===== src/rtl/bexkat2_intunit_seq_pkg.sv =====
// Shared types for the multi-cycle integer unit: operation codes, FSM
// states, the fast-path latency constant and small decode helpers.
package bexkat2_intunit_seq_pkg;

  // Integer operation codes; 12-15 are unassigned and produce 0.
  typedef enum logic [3:0] {
    INT_MUL   = 4'd0,
    INT_DIV   = 4'd1,
    INT_MOD   = 4'd2,
    INT_MULU  = 4'd3,
    INT_DIVU  = 4'd4,
    INT_MODU  = 4'd5,
    INT_MULX  = 4'd6,
    INT_MULUX = 4'd7,
    INT_EXT   = 4'd8,
    INT_EXTB  = 4'd9,
    INT_COM   = 4'd10,
    INT_NEG   = 4'd11
  } intfunc_t;

  typedef enum logic [2:0] {
    IS_IDLE = 3'd0,
    IS_PREP = 3'd1,
    IS_ITER = 3'd2,
    IS_FIX  = 3'd3,
    IS_DONE = 3'd4
  } intstate_t;

  // Start-to-done latency of single-cycle (unary / unassigned) operations.
  localparam int INT_FAST_LAT = 1;

  // Multiply family (shift-add engine).
  function automatic logic is_mul_op(input logic [3:0] f);
    logic r;
    case (f)
      INT_MUL, INT_MULU, INT_MULX, INT_MULUX: r = 1'b1;
      default:                               r = 1'b0;
    endcase
    return r;
  endfunction

  // Divide / modulo family (restoring-divide engine).
  function automatic logic is_div_op(input logic [3:0] f);
    logic r;
    case (f)
      INT_DIV, INT_DIVU, INT_MOD, INT_MODU: r = 1'b1;
      default:                             r = 1'b0;
    endcase
    return r;
  endfunction

  // Operations whose operands are two's-complement signed.
  function automatic logic is_signed_op(input logic [3:0] f);
    logic r;
    case (f)
      INT_MUL, INT_MULX, INT_DIV, INT_MOD: r = 1'b1;
      default:                            r = 1'b0;
    endcase
    return r;
  endfunction

  // Operations that go through the iterative engine.
  function automatic logic is_long_op(input logic [3:0] f);
    return is_mul_op(f) | is_div_op(f);
  endfunction

endpackage


===== src/rtl/bexkat2_intunit_seq_if.sv =====
// Request/response bundle between the control FSM (master) and the
// integer unit (slave).
interface bexkat2_intunit_seq_if #(
  parameter int WIDTH = 32
);
  logic             start_i;
  logic [3:0]       func_i;
  logic [WIDTH-1:0] a_i;
  logic [WIDTH-1:0] b_i;
  logic             busy_o;
  logic             done_o;
  logic [WIDTH-1:0] result_o;
  logic [WIDTH-1:0] result_hi_o;
  logic             div0_o;

  modport master (
    output start_i, func_i, a_i, b_i,
    input  busy_o, done_o, result_o, result_hi_o, div0_o
  );

  modport slave (
    input  start_i, func_i, a_i, b_i,
    output busy_o, done_o, result_o, result_hi_o, div0_o
  );
endinterface


===== src/rtl/bexkat2_divstep.sv =====
// One restoring-division step: shift the next dividend bit into the partial
// remainder, subtract the divisor if it fits, and shift the quotient bit in.
module bexkat2_divstep #(
  parameter int WIDTH = 32
) (
  input  logic [WIDTH-1:0] rem,
  input  logic [WIDTH-1:0] quo,
  input  logic [WIDTH-1:0] divisor,
  output logic [WIDTH-1:0] rem_next,
  output logic [WIDTH-1:0] quo_next
);
  logic [WIDTH:0]   shifted_s;
  logic [WIDTH-1:0] diff_s;
  logic             fits_s;

  // Trial subtraction; the partial remainder stays below the divisor so the
  // low WIDTH bits of the difference are exact whenever it fits.
  always_comb begin
    shifted_s = {rem, quo[WIDTH-1]};
    diff_s    = shifted_s[WIDTH-1:0] - divisor;
    fits_s    = (shifted_s >= {1'b0, divisor});
    if (fits_s) begin
      rem_next = diff_s;
    end else begin
      rem_next = shifted_s[WIDTH-1:0];
    end
    quo_next = {quo[WIDTH-2:0], fits_s};
  end
endmodule


===== src/rtl/bexkat2_intunit_seq.sv =====
// Multi-cycle integer unit. Unary operations finish in one cycle; multiply
// and divide families run WIDTH/BPC iteration cycles on operand magnitudes,
// then apply sign correction and divide-by-zero handling.
module bexkat2_intunit_seq
  import bexkat2_intunit_seq_pkg::*;
#(
  parameter int WIDTH = 32,
  parameter int BPC   = 1
) (
  input  logic                 clk_i,
  input  logic                 rst_i,
  bexkat2_intunit_seq_if.slave bus
);

  localparam int N     = WIDTH / BPC;
  localparam int CNT_W = (N > 1) ? $clog2(N) : 1;

  intstate_t          state_r, state_nxt_s;
  logic               accept_s, long_s, busy_nxt_s;
  logic [3:0]         func_r;
  logic [WIDTH-1:0]   a_r, b_r;
  logic               neg_a_r, neg_b_r;
  logic               signed_s;
  logic [WIDTH-1:0]   mag_a_s, mag_b_s;
  logic [WIDTH-1:0]   mcand_r, dvsr_r, rem_r, quo_r;
  logic [2*WIDTH-1:0] prod_r, prod_nxt_s;
  logic [WIDTH:0]     mul_sum_s;
  logic [CNT_W-1:0]   cnt_r;
  logic [BPC:0][WIDTH-1:0] rem_chain_s;
  logic [BPC:0][WIDTH-1:0] quo_chain_s;
  logic [WIDTH-1:0]   unary_res_s;
  logic               neg_q_s, div0_s;
  logic [2*WIDTH-1:0] prod_fix_s;
  logic [WIDTH-1:0]   quo_fix_s, rem_fix_s;
  logic [WIDTH-1:0]   fix_res_s, fix_hi_s;
  logic               fix_div0_s;
  logic [WIDTH-1:0]   result_r, result_hi_r;
  logic               div0_r, done_r, busy_r;

  assign accept_s = bus.start_i && ((state_r == IS_IDLE) || (state_r == IS_DONE));
  assign long_s   = is_long_op(bus.func_i);
  assign signed_s = is_signed_op(func_r);

  // State register; reset aborts any operation in flight.
  always_ff @(posedge clk_i or negedge rst_i) begin
    if (!rst_i) begin
      state_r <= IS_IDLE;
    end else begin
      state_r <= state_nxt_s;
    end
  end

  // Next-state decode; DONE accepts a new request exactly like IDLE.
  always_comb begin
    state_nxt_s = state_r;
    case (state_r)
      IS_IDLE, IS_DONE: begin
        if (accept_s) begin
          if (long_s) begin
            state_nxt_s = IS_PREP;
          end else begin
            state_nxt_s = IS_DONE;
          end
        end else begin
          state_nxt_s = IS_IDLE;
        end
      end
      IS_PREP: state_nxt_s = IS_ITER;
      IS_ITER: begin
        if (cnt_r == {CNT_W{1'b0}}) begin
          state_nxt_s = IS_FIX;
        end else begin
          state_nxt_s = IS_ITER;
        end
      end
      IS_FIX:  state_nxt_s = IS_DONE;
      default: state_nxt_s = IS_IDLE;
    endcase
    busy_nxt_s = (state_nxt_s == IS_PREP) || (state_nxt_s == IS_ITER) ||
                 (state_nxt_s == IS_FIX);
  end

  // Operand magnitudes for signed operations (MIN maps to itself, which is
  // the correct unsigned magnitude).
  always_comb begin
    if (signed_s && a_r[WIDTH-1]) begin
      mag_a_s = {WIDTH{1'b0}} - a_r;
    end else begin
      mag_a_s = a_r;
    end
    if (signed_s && b_r[WIDTH-1]) begin
      mag_b_s = {WIDTH{1'b0}} - b_r;
    end else begin
      mag_b_s = b_r;
    end
  end

  // BPC shift-add multiply steps: {carry, high} += multiplicand when the
  // multiplier LSB is set, then the whole product register shifts right.
  always_comb begin
    prod_nxt_s = prod_r;
    mul_sum_s  = {(WIDTH+1){1'b0}};
    for (int i = 0; i < BPC; i++) begin
      if (prod_nxt_s[0]) begin
        mul_sum_s = {1'b0, prod_nxt_s[2*WIDTH-1:WIDTH]} + {1'b0, mcand_r};
      end else begin
        mul_sum_s = {1'b0, prod_nxt_s[2*WIDTH-1:WIDTH]};
      end
      prod_nxt_s = {mul_sum_s, prod_nxt_s[WIDTH-1:1]};
    end
  end

  assign rem_chain_s[0] = rem_r;
  assign quo_chain_s[0] = quo_r;

  for (genvar g = 0; g < BPC; g++) begin : g_div
    bexkat2_divstep #(.WIDTH(WIDTH)) u_step (
      .rem      (rem_chain_s[g]),
      .quo      (quo_chain_s[g]),
      .divisor  (dvsr_r),
      .rem_next (rem_chain_s[g+1]),
      .quo_next (quo_chain_s[g+1])
    );
  end

  // Operand capture, engine preparation and iteration.
  always_ff @(posedge clk_i or negedge rst_i) begin
    if (!rst_i) begin
      func_r  <= 4'd0;
      a_r     <= {WIDTH{1'b0}};
      b_r     <= {WIDTH{1'b0}};
      neg_a_r <= 1'b0;
      neg_b_r <= 1'b0;
      mcand_r <= {WIDTH{1'b0}};
      dvsr_r  <= {WIDTH{1'b0}};
      rem_r   <= {WIDTH{1'b0}};
      quo_r   <= {WIDTH{1'b0}};
      prod_r  <= {(2*WIDTH){1'b0}};
      cnt_r   <= {CNT_W{1'b0}};
    end else begin
      case (state_r)
        IS_IDLE, IS_DONE: begin
          if (accept_s) begin
            func_r <= bus.func_i;
            a_r    <= bus.a_i;
            b_r    <= bus.b_i;
          end
        end
        IS_PREP: begin
          neg_a_r <= signed_s & a_r[WIDTH-1];
          neg_b_r <= signed_s & b_r[WIDTH-1];
          mcand_r <= mag_a_s;
          dvsr_r  <= mag_b_s;
          prod_r  <= {{WIDTH{1'b0}}, mag_b_s};
          rem_r   <= {WIDTH{1'b0}};
          quo_r   <= mag_a_s;
          cnt_r   <= CNT_W'(N - 1);
        end
        IS_ITER: begin
          prod_r <= prod_nxt_s;
          rem_r  <= rem_chain_s[BPC];
          quo_r  <= quo_chain_s[BPC];
          if (cnt_r != {CNT_W{1'b0}}) begin
            cnt_r <= cnt_r - {{(CNT_W-1){1'b0}}, 1'b1};
          end
        end
        default: begin
        end
      endcase
    end
  end

  // Single-cycle operations computed straight from the request operands.
  always_comb begin
    case (bus.func_i)
      INT_EXT:  unary_res_s = {{(WIDTH-16){bus.a_i[15]}}, bus.a_i[15:0]};
      INT_EXTB: unary_res_s = {{(WIDTH-8){bus.a_i[7]}}, bus.a_i[7:0]};
      INT_COM:  unary_res_s = ~bus.a_i;
      INT_NEG:  unary_res_s = {WIDTH{1'b0}} - bus.a_i;
      default:  unary_res_s = {WIDTH{1'b0}};
    endcase
  end

  // Sign correction and divide-by-zero results for the iterative families.
  always_comb begin
    fix_res_s  = {WIDTH{1'b0}};
    fix_hi_s   = {WIDTH{1'b0}};
    fix_div0_s = 1'b0;
    div0_s     = (b_r == {WIDTH{1'b0}});
    neg_q_s    = neg_a_r ^ neg_b_r;
    if (neg_q_s) begin
      prod_fix_s = {(2*WIDTH){1'b0}} - prod_r;
      quo_fix_s  = {WIDTH{1'b0}} - quo_r;
    end else begin
      prod_fix_s = prod_r;
      quo_fix_s  = quo_r;
    end
    if (neg_a_r) begin
      rem_fix_s = {WIDTH{1'b0}} - rem_r;
    end else begin
      rem_fix_s = rem_r;
    end
    case (func_r)
      INT_MUL, INT_MULU, INT_MULX, INT_MULUX: begin
        fix_res_s = prod_fix_s[WIDTH-1:0];
        fix_hi_s  = prod_fix_s[2*WIDTH-1:WIDTH];
      end
      INT_DIV, INT_DIVU: begin
        fix_res_s  = div0_s ? {WIDTH{1'b1}} : quo_fix_s;
        fix_div0_s = div0_s;
      end
      INT_MOD, INT_MODU: begin
        fix_res_s  = div0_s ? a_r : rem_fix_s;
        fix_div0_s = div0_s;
      end
      default: begin
        fix_res_s  = {WIDTH{1'b0}};
        fix_hi_s   = {WIDTH{1'b0}};
        fix_div0_s = 1'b0;
      end
    endcase
  end

  // Registered outputs; results hold until the next operation completes.
  always_ff @(posedge clk_i or negedge rst_i) begin
    if (!rst_i) begin
      done_r      <= 1'b0;
      busy_r      <= 1'b0;
      result_r    <= {WIDTH{1'b0}};
      result_hi_r <= {WIDTH{1'b0}};
      div0_r      <= 1'b0;
    end else begin
      done_r <= (state_nxt_s == IS_DONE);
      busy_r <= busy_nxt_s;
      if (accept_s && !long_s) begin
        result_r    <= unary_res_s;
        result_hi_r <= {WIDTH{1'b0}};
        div0_r      <= 1'b0;
      end else if (state_r == IS_FIX) begin
        result_r    <= fix_res_s;
        result_hi_r <= fix_hi_s;
        div0_r      <= fix_div0_s;
      end
    end
  end

  assign bus.done_o      = done_r;
  assign bus.busy_o      = busy_r;
  assign bus.result_o    = result_r;
  assign bus.result_hi_o = result_hi_r;
  assign bus.div0_o      = div0_r;

endmodule

===== src/flat_wrapper.sv =====
// flat-port wrapper written by rule: the top's interface ports become plain ports
module bexkat2_intunit_seq_flat import bexkat2_intunit_seq_pkg::*;
#(
  parameter int WIDTH = 32,
  parameter int BPC   = 1
)
  (clk_i, rst_i, bus_start_i, bus_func_i, bus_a_i, bus_b_i, bus_busy_o, bus_done_o, bus_result_o, bus_result_hi_o, bus_div0_o);
  bexkat2_intunit_seq_if #(.WIDTH(WIDTH)) bus_i ();
  input  logic clk_i;
  input  logic rst_i;
  input wire logic [$bits(bus_i.start_i)-1:0] bus_start_i;
  input wire logic [$bits(bus_i.func_i)-1:0] bus_func_i;
  input wire logic [$bits(bus_i.a_i)-1:0] bus_a_i;
  input wire logic [$bits(bus_i.b_i)-1:0] bus_b_i;
  output wire logic [$bits(bus_i.busy_o)-1:0] bus_busy_o;
  output wire logic [$bits(bus_i.done_o)-1:0] bus_done_o;
  output wire logic [$bits(bus_i.result_o)-1:0] bus_result_o;
  output wire logic [$bits(bus_i.result_hi_o)-1:0] bus_result_hi_o;
  output wire logic [$bits(bus_i.div0_o)-1:0] bus_div0_o;
  assign bus_i.start_i = bus_start_i;
  assign bus_i.func_i = bus_func_i;
  assign bus_i.a_i = bus_a_i;
  assign bus_i.b_i = bus_b_i;
  assign bus_busy_o = bus_i.busy_o;
  assign bus_done_o = bus_i.done_o;
  assign bus_result_o = bus_i.result_o;
  assign bus_result_hi_o = bus_i.result_hi_o;
  assign bus_div0_o = bus_i.div0_o;
  bexkat2_intunit_seq #(.WIDTH(WIDTH), .BPC(BPC)) u_core (.clk_i(clk_i), .rst_i(rst_i), .bus(bus_i));
endmodule

===== config.mk =====
export PLATFORM = sky130hd
export DESIGN_NAME = bexkat2_intunit_seq_flat
export DESIGN_NICKNAME = d
export VERILOG_FILES = /design/src/rtl/bexkat2_intunit_seq_pkg.sv /design/src/rtl/bexkat2_intunit_seq_if.sv /design/src/rtl/bexkat2_divstep.sv /design/src/rtl/bexkat2_intunit_seq.sv /design/src/flat_wrapper.sv
export SDC_FILE = /design/constraint.sdc
export NUM_CORES = 1
export LEC_CHECK = 0
export CORE_MARGIN = 2
export CORE_UTILIZATION = 55
export CTS_BUF_LIST = sky130_fd_sc_hd__clkbuf_4
export DETAILED_ROUTE_END_ITERATION = 12
export PLACE_DENSITY = 0.73
export SLEW_MARGIN = 20
export SYNTH_ARGS = -nofsm -noshare
export SYNTH_HDL_FRONTEND = slang
export SYNTH_SLANG_ARGS = --single-unit

===== constraint.sdc =====
create_clock -name clk_i -period 5.1 [get_ports clk_i]
set_clock_uncertainty 0.1 [all_clocks]
set_input_delay 1.02 -clock clk_i [delete_from_list [all_inputs] [get_ports clk_i]]
set_output_delay 1.02 -clock clk_i [all_outputs]
set_load 0.05 [all_outputs]

* Word level (Yosys, flattened, before mapping) *
Index checks and enable logic that the tools add are counted.

cells by class
  bitwise gates (word level) = 5
  equal/unequal tests = 27
  $add $sub $neg = 9
  $lt $le $gt $ge = 1
  reductions and logical operators = 26
  muxes and demuxes = 31

operator list
  cell                                                                  count
  32-bit 2-to-1 mux                                                     12
  1-bit by 32-bit subtractor with 32-bit output (first input constant)  5
  32-bit one-hot mux with 2 select lines                                2
  32-bit one-hot mux with 4 select lines                                1
  64-bit one-hot mux with 2 select lines                                1
  32-bit one-hot mux with 3 select lines                                1
  64-bit 2-to-1 mux                                                     1
  1-bit by 64-bit subtractor with 64-bit output (first input constant)  1
  32-bit by 32-bit adder with 33-bit output                             1
  33-bit by 32-bit >= comparator with 1-bit output                      1
  33-bit 2-to-1 mux                                                     1
  4-bit by 3-bit == test with 1-bit output (second input constant)      8
  32-bit logical NOT                                                    1
  32-bit NOT                                                            1
  32-bit subtractor                                                     1
  4-bit OR reduction                                                    5
  4-bit by 2-bit == test with 1-bit output (second input constant)      4
  4-bit == test (second input constant)                                 4
  3-bit by 2-bit == test with 1-bit output (second input constant)      4
  3-bit one-hot mux with 4 select lines                                 1
  5-bit one-hot mux with 2 select lines                                 1
  4-bit by 1-bit == test with 1-bit output (second input constant)      2
  4-bit logical NOT                                                     2
  1-bit 2-to-1 mux                                                      7
  18 further kinds                                                      31

storage, ports and cells
  flip-flop bits (word level) = 337
  output and inout port bits = 67
  word-level logic and storage cells = 116

* Logic depth before layout (Yosys ltp) *
Gate-level depths: netlist (run 1).

  word-level depth = 10
  depth in mapped cells = 14
  depth with buffers taken out = 13

* Modules after synthesis *
Synthesis (run 1) repeated with hierarchy kept, for this count alone.

unflattened totals
  cells, all modules = 2613
  area total of the unflattened synthesis = 22720.5 um2

by module, submodules not included
  module               times used  area each (um2)  cells each
  bexkat2_intunit_seq  1           20149.3          2258
  bexkat2_divstep      1           2571.2           355

* Least setup slack after synthesis (run 1) *
No wires, ideal clock.

  path kind = input to register
  from = in bus_a_i[10]
  to = reg u_core.result_r[31] (netlist: u_core.bus.result_o[31])
  setup time = 0.135 ns
  stages = 9
  path buffers = 0
  setup slack = 1.838 ns
  required time = 4.865 ns
  data arrival time = 3.027 ns
  cells stage by stage = or4_1 > nor4b_1 > nand2_1 > nor3_1 > nand3b_1 > xnor2_1 > o21ai_0 > a21oi_1 > o31ai_1

between the ends
  longest elaborated chain between the ends = 3

ends and longest elaborated chain
  what                                           line                        text
  from (decl)                                    flat_wrapper.sv:13          input wire logic [$bits(bus_i.a_i)-1:0] bus_a_i;
  1-bit by 32-bit subtractor with 32-bit output  bexkat2_intunit_seq.sv:179  INT_NEG: unary_res_s = {WIDTH{1'b0}} - bus.a_i;
  32-bit one-hot mux with 4 select lines         bexkat2_intunit_seq.sv:175  case (bus.func_i)
  32-bit 2-to-1 mux                              bexkat2_intunit_seq.sv:235  if (accept_s && !long_s) begin
  to (signal assigned)                           bexkat2_intunit_seq.sv:229  result_r <= {WIDTH{1'b0}};
  to (signal assigned)                           bexkat2_intunit_seq.sv:236  result_r <= unary_res_s;
  to (signal assigned)                           bexkat2_intunit_seq.sv:240  result_r <= fix_res_s;
  to (decl)                                      bexkat2_intunit_seq.sv:37   logic [WIDTH-1:0] result_r, result_hi_r;

Every way passes these cells.
A chain may end at the register's enable or synchronous reset.

* Worst setup path in the final report (run 1) *
  from = reg u_core.rem_r[0]
  to = reg u_core.rem_r[3]

between the ends
  longest elaborated chain between the ends = 3
  elaborated cells between the ends (all ways) = 4

ends and longest elaborated chain
  what                                                                                          line                                          text
  from (decl)                                                                                   bexkat2_intunit_seq.sv:25                     logic [WIDTH-1:0] mcand_r, dvsr_r, rem_r, quo_r;
  from (signal assigned)                                                                        bexkat2_intunit_seq.sv:136                    rem_r <= {WIDTH{1'b0}};
  from (signal assigned)                                                                        bexkat2_intunit_seq.sv:155                    rem_r <= {WIDTH{1'b0}};
  from (signal assigned)                                                                        bexkat2_intunit_seq.sv:161                    rem_r <= rem_chain_s[BPC];
  32-bit subtractor / 33-bit by 32-bit >= comparator with 1-bit output (equally long branches)  bexkat2_divstep.sv:20, bexkat2_divstep.sv:21
  32-bit 2-to-1 mux (*)                                                                         bexkat2_divstep.sv:22                         if (fits_s) begin
  32-bit one-hot mux with 2 select lines (*)                                                    bexkat2_intunit_seq.sv:141                    case (state_r)

Every way passes the cells marked *; elsewhere a longest branch is shown, timed or not.

==> impl_metrics.csv, run 1 <==
group,metric,value,unit
run_status,status,"finished, final reports clean",
final_layout,final_nets,2922,
synthesis,syn_avg_cell_area,8.44,sq um
sta,final-hold-violation-count,0,
final_layout,postLayoutCellArea,25400,sq um
pwr,netSwitchingFraction,0.515,
setup_path,cp_max_fo,24,
final_layout,multiInputGateArea,13200,sq um
floorplan,die_area,42500,sq um
drt,route.detailed.drc,0,
synthesis,synth_edf_count,0,
synthesis,ys_ff_latch,337,
cts,cts_max_level,3,
place,port_buffers,137,
setup_path,cp.arrival,4.51,ns
cts,cts_hold_buf,0,
place,dp_slack,0.862,ns
cts,clk_latency,0.92,ns
pwr,p_switching,9.95,mW
place,gp_congestion,0.991,
sta,rsz0062_at_grt,"false",
cts,cts_tree,"yes",
pwr,vdd_drop_max,0.431,mV
pwr,power_frac_seq,0.279,
cts,cts_sinks,337,
pwr,power.static_leakage,11.4,nW
synthesis,synth_area,22500,sq um
setup_path,r2r_start,"u_core.rem_r[0]",
pwr,pwr-share-comb,0.592,
grt,antenna_found_initial,5,
drt,ant_nets,0,
sta,final-max-slew-violation-count,0,
final_layout,syn2layout_area_growth,13.1,%
cts,cts_setup_buffers,0,
cts,cts.clk_slew.worst_paths,0.07,ns
synthesis,yosysUniqueCellTypes,88,
floorplan,rows,74,
grt,gr-total-overflow,0,
final_layout,final_cell_mix,"nand2_1, dfrtp_1, o21ai_0",
grt,grt_max_degree,120,
floorplan,coreArea,40600,sq um
sta,fmax,0.259,GHz
setup_path,startpoint_type,"flip-flop",
drt,drt_iter0_markers,2228,
pwr,clkPwrFrac,0.129,
synthesis,yosysSeqAreaShare,0.375,
grt,grt_pass1_wl,118000,microns
place,dpl.cell_count,3217,
setup_path,crit_start,"u_core.rem_r[0]",
final_layout,fillers,3630,
flow_run,cap_violations,0,
drt,wl_per_cell,22.7,microns
floorplan,pin_count,138,
pwr,total_power,19.3,mW
drt,dr.pass1.iters,5,
synthesis,synth_flop_cell,"dfrtp_1",
drt,route.vias.total,21545,
sta,fin_crit,3.86,ns
pwr,intPower,9.38,mW
sta,setup_viol,0,
final_layout,seqCellArea,8430,sq um
drt,viasPerCell,6.37,
min_path,min-delay-path-class,"input port to async pin",
floorplan,start_util,0.555,
setup_path,crit_type,"flip-flop to flip-flop",
setup_path,cp.required,5.75,ns
drt,routed_wl,76800,microns
final_layout,layout.cells.non_filler,3383,
grt,first_global_vias,20638,
final_layout,final_common_cell,"nand2_1",
sta,period_share,0.757,
synthesis,synthArstFlopShare,1.00,
synthesis,synth_nets,2809,
place,detailed_place_hpwl,57000,microns
pwr,power_density,760,nW/um^2
grt,grt.total_usage,0.365,
sta,setup_ws,1.24,ns
cts,cts_inserted_buffers,91,
cts,cts_resized,0,
cts,root_buffer,"clkbuf_4",
setup_path,endpoint_kind,"flip-flop",
sta,relSlewSlack,0.265,
place,placed_area,24300,sq um
synthesis,syn-instance-count,2665,
floorplan,die_h,206,microns
sta,setup_tns,0,ns
floorplan,die_w,206,microns
sta,worstMarginPinSlew,1.10,ns
synthesis,ys_warn_count,0,
cts,clockBufferDepth,3,
final_layout,drive_gt1_frac,0.0756,
-- state kept, by name, indices dropped and copies added (netlist names), 3 cells and up --
register,cells
u_core.a_r,32
u_core.bus.result_o,32
u_core.bus.result_hi_o,32
u_core.mcand_r,32
u_core.func_r,4
u_core.cnt_r,5
u_core.b_r,32
u_core.rem_r,32
u_core.quo_r,32
u_core.state_r,3
u_core.prod_r,64
u_core.dvsr_r,32
-- synthesized netlist by cell type (20+ instances only) --
library cell / count / area share
nand2_1: 415 / 0.069
dfrtp_1: 337 / 0.37
o21ai_0: 249 / 0.055
nor2_1: 213 / 0.036
a21oi_1: 166 / 0.037
xnor2_1: 124 / 0.048
xor2_1: 123 / 0.048
clkbuf_1: 118 / 0.020
a21o_1: 85 / 0.028
inv_1: 81 / 0.014
ha_1: 71 / 0.040
a221o_1: 54 / 0.024
o31ai_1: 43 / 0.014
nor3_1: 41 / 0.0091
mux2i_1: 39 / 0.017
nand3_1: 36 / 0.0080
or3_1: 36 / 0.010
a31oi_1: 33 / 0.0092
a211oi_1: 30 / 0.010
nor4_1: 25 / 0.0070
o21a_1: 22 / 0.0073
o41ai_1: 21 / 0.0082
and3_1: 20 / 0.0056
-- area by class of cell --
cell class / instances / area share
Timing Repair Buffer: 167 / 0.0644
Sequential cell: 337 / 0.332
Antenna cell: 6 / 0.000590
Clock inverter: 34 / 0.00831
Tap cell: 532 / 0.0262
Clock buffer: 126 / 0.0372
Multi-Input combinational cell: 2099 / 0.520
Inverter: 82 / 0.0121
-- through the flow --
stage / utilization / hold slack, ns
3_3_place_gp: 0.598 / 0.361
5_1_grt: 0.627 / 0.175
6_report: 0.627 / 0.144
4_1_cts: 0.627 / 0.140
2_1_floorplan: - / 0.349
3_5_place_dp: 0.598 / 0.366
-- final timing paths --
path                                endpoint  slack, ns  cells after the start
max                          u_core.rem_r[3]       1.24                     10
min                        u_core.prod_r[53]       0.14                      1
max reg2reg                  u_core.rem_r[3]       1.24                     10
min reg2reg                 u_core.dvsr_r[4]       0.38                      1
max in group asynchronous   u_core.dvsr_r[5]       3.67                      2
min in group clk_i          u_core.dvsr_r[4]       0.38                      1
-- worst max-delay path, stage by stage (launching register included) --
cell	delay, ns
dfrtp_1	0.50
ha_1	0.35
nor2b_1	0.15
o31a_1	0.26
o31a_1	0.30
o21ai_1	0.34
and4_1	0.38
o41a_2	0.28
nand2_2	0.46
mux2_2	0.44
a22o_1	0.17
-- cell families after synthesis --
family	Yosys count	synth area share
xor+xnor	247	0.0962
simple gates	902	0.186
compound gates	836	0.242
fa+ha+maj	73	0.0413
flops	337	0.375
mux	41	0.0184
buf+inv	229	0.0403
-- routing by layer --
metal,GRT usage,up-vias,part of all wire
met5,0,-,0.00017
li1,-,9867,-
met4,0.207,2,0.059
met3,0.0782,257,0.075
met1,0.453,10477,0.39
met2,0.590,942,0.47
-- power by group through the flow --
stage          sequential (mW)  clock, mW  combinational, mW
6_report                  5.40       2.50               11.4
5_1_grt                   5.52       2.68               12.4
4_1_cts                   5.33       2.54               11.3
3_5_place_dp              5.37          0               11.2
3_3_place_gp              5.32          0               11.0
2_1_floorplan             5.29          0               7.65
(Power assumes the default switching activity.)
==> inputs of run 2 (changes only) <==
Settings changed: PLACE_DENSITY 0.73 to 0.76.
Clock period 5.1 ns to 3.1 ns, I/O delays scaled along.
==> run 2 against run 1 <==
  * Setup slack worse by 1.3 ns
  * Combinational power rose by 100%
  * Register-to-register slack lost 1.3 ns
  * Global-route usage increased by 1.8 points
  * Core utilization grew 7.3 points
  * Maximum frequency is 23% higher
  * Cell count rose by 8.6%
  * Clock-buffer cell count is 15 higher
  * Non-clock buffer count grew 291
  * Sequential power increased by 52%
  * The run now ends with negative setup slack left
==> impl_metrics.csv, run 2 (synthesis gave the netlist of run 1 again) <==
group,metric,value,unit
run_status,status,"finished, violations left",
run_status,violations,"negative setup slack",
cts,cts_tree,"yes",
place,gp_congestion,0.999,
cts,cts.clk_slew.worst_paths,0.06,ns
grt,first_global_vias,22723,
final_layout,seqCellArea,8440,sq um
setup_path,startpoint_type,"flip-flop",
pwr,power_density,1250,nW/um^2
pwr,vdd_drop_max,0.783,mV
cts,clockBufferDepth,3,
sta,rsz0062_at_grt,"true",
min_path,min-delay-path-class,"input port to flip-flop",
grt,gr-total-overflow,0,
setup_path,critical_path.cell_chain,"inv_2 -> ha_4 -> or4b_4 -> nor2_8 -> nand4_4 -> or4_4 -> buf_12 -> buf_4 -> a21oi_1 -> a211oi_2 -> o221ai_1 -> o21a_1",
sta,fmax,0.319,GHz
setup_path,endpoint_kind,"flip-flop",
final_layout,drive_gt1_frac,0.194,
sta,setup_viol,6,
setup_path,cp_max_fo,8,
drt,wl_per_cell,22.1,microns
final_layout,syn2layout_area_growth,26.2,%
floorplan,start_util,0.555,
flow_run,cap_violations,0,
sta,setup_tns,-0.0855,ns
pwr,power.static_leakage,13.0,nW
final_layout,final_util,0.700,
drt,route.vias.total,23160,
setup_path,crit_type,"flip-flop to flip-flop",
setup_path,r2r_slack,-0.03,ns
place,port_buffers,137,
final_layout,largest_reg_flops,64,
setup_path,r2r_start,"u_core.b_r[0]",
drt,routed_wl,81200,microns
floorplan,die_w,206,microns
setup_path,crit_family,"simple AND/OR/NAND/NOR gates",
place,detailed_place_hpwl,60800,microns
place,dpl.cell_count,3488,
setup_path,slowest_delay,0.52,ns
cts,clk_latency,0.90,ns
floorplan,die_h,206,microns
drt,ant_nets,0,
setup_path,crit_start,"u_core.b_r[0]",
sta,period_share,1.01,
grt,grt_max_degree,76,
sta,final-max-slew-violation-count,0,
sta,relSlewSlack,0.351,
final_layout,top_register,"u_core.prod_r",
setup_path,slowest_stage,"or4_4",
final_layout,final_cell_mix,"nand2_1, dfrtp_1, buf_4",
final_layout,final_common_cell,"nand2_1",
grt,antenna_found_initial,4,
setup_path,timing.rr.end,"u_core.bus.result_o[9]",
min_path,min_from,"bus_b_i[3]",
floorplan,coreArea,40600,sq um
sta,final-hold-violation-count,0,
setup_path,cp.arrival,3.79,ns
drt,route.detailed.drc,0,
setup_path,cp.buffers_inverters,3,
floorplan,rows,74,
sta,fin_crit,3.13,ns
final_layout,fillers,3222,
floorplan,die_area,42500,sq um
sta,setup_ws,-0.0311,ns
final_layout,multiInputGateArea,13800,sq um
cts,root_buffer,"clkbuf_4",
drt,dr.pass1.iters,6,
setup_path,cp.required,3.76,ns
setup_path,reg2regPathDepth,12,
final_layout,final_nets,3215,
grt,grt.total_usage,0.383,
cts,cts_sinks,337,
drt,viasPerCell,6.31,
cts,cts_max_level,3,
floorplan,pin_count,138,
sta,worstMarginPinSlew,0.969,ns
final_layout,layout.cells.non_filler,3673,
setup_path,crit_cells,12,
cts,cts_inserted_buffers,93,
grt,grt_pass1_wl,125000,microns
setup_path,cp-endpoint,"u_core.bus.result_o[9]",
drt,drt_iter0_markers,1956,
[run 2: repair_timing]
action,CTS,global route
pin swaps,8,37
setup endpoints to repair,44,95
gates cloned,2,1
hold buffers,1,0
endpoints found under the hold margin,68,0
gates resized for setup,38,106
buffers inserted,8,9
[run 2: tightest hold or removal path: stages]
cell	delay, ns
clkdlybuf4s50_1	0.39
nand2_1	0.05
nand2_1	0.04
[run 2: how the worst min path moves through the flow]
stage	endpoint	slack, ns	cells after the start
6_report	u_core.b_r[3]	0.18	3
5_1_grt	u_core.b_r[7]	0.16	3
4_1_cts	u_core.b_r[15]	0.14	3
3_5_place_dp	u_core.dvsr_r[21]	0.37	1
3_3_place_gp	u_core.dvsr_r[9]	0.36	1
2_1_floorplan	u_core.a_r[0]	0.22	0
[run 2: where the power goes]
group	total, mW	internal (mW)	switching [mW]
combinational	23.1	9.53	13.6
sequential	8.20	6.20	2.00
clock	4.17	2.15	2.02
[run 2: final cells by class]
| type | instances | share of cell area |
|---|---|---|
| Timing Repair Buffer | 458 | 0.141 |
| Clock buffer | 141 | 0.0373 |
| Multi-Input combinational cell | 2099 | 0.485 |
| Clock inverter | 20 | 0.00436 |
| Tap cell | 532 | 0.0234 |
| Inverter | 82 | 0.0108 |
| Antenna cell | 4 | 0.000353 |
| Sequential cell | 337 | 0.297 |
[run 2: metrics by stage]
| stage | worst slack (ns) | hold WS [ns] | power, mW | instance area (sq um) |
|---|---|---|---|---|
| floorplan | 0.115 | 0.224 | 21.3 | 22500 |
| global placement | -0.214 | 0.361 | 29.1 | 26400 |
| detailed placement | -0.245 | 0.366 | 29.6 | 26400 |
| CTS | -0.0321 | 0.141 | 34.2 | 27900 |
| global route | -0.124 | 0.156 | 37.6 | 28400 |
| finish | -0.0311 | 0.179 | 35.5 | 28400 |
[run 2: per-layer routing]
layer	track usage	routed length [microns]	up-vias
li1	-	-	10454
met1	0.470	31300	11271
met2	0.630	38500	1133
met3	0.0787	6350	298
met4	0.215	5040	4
met5	0	58	-
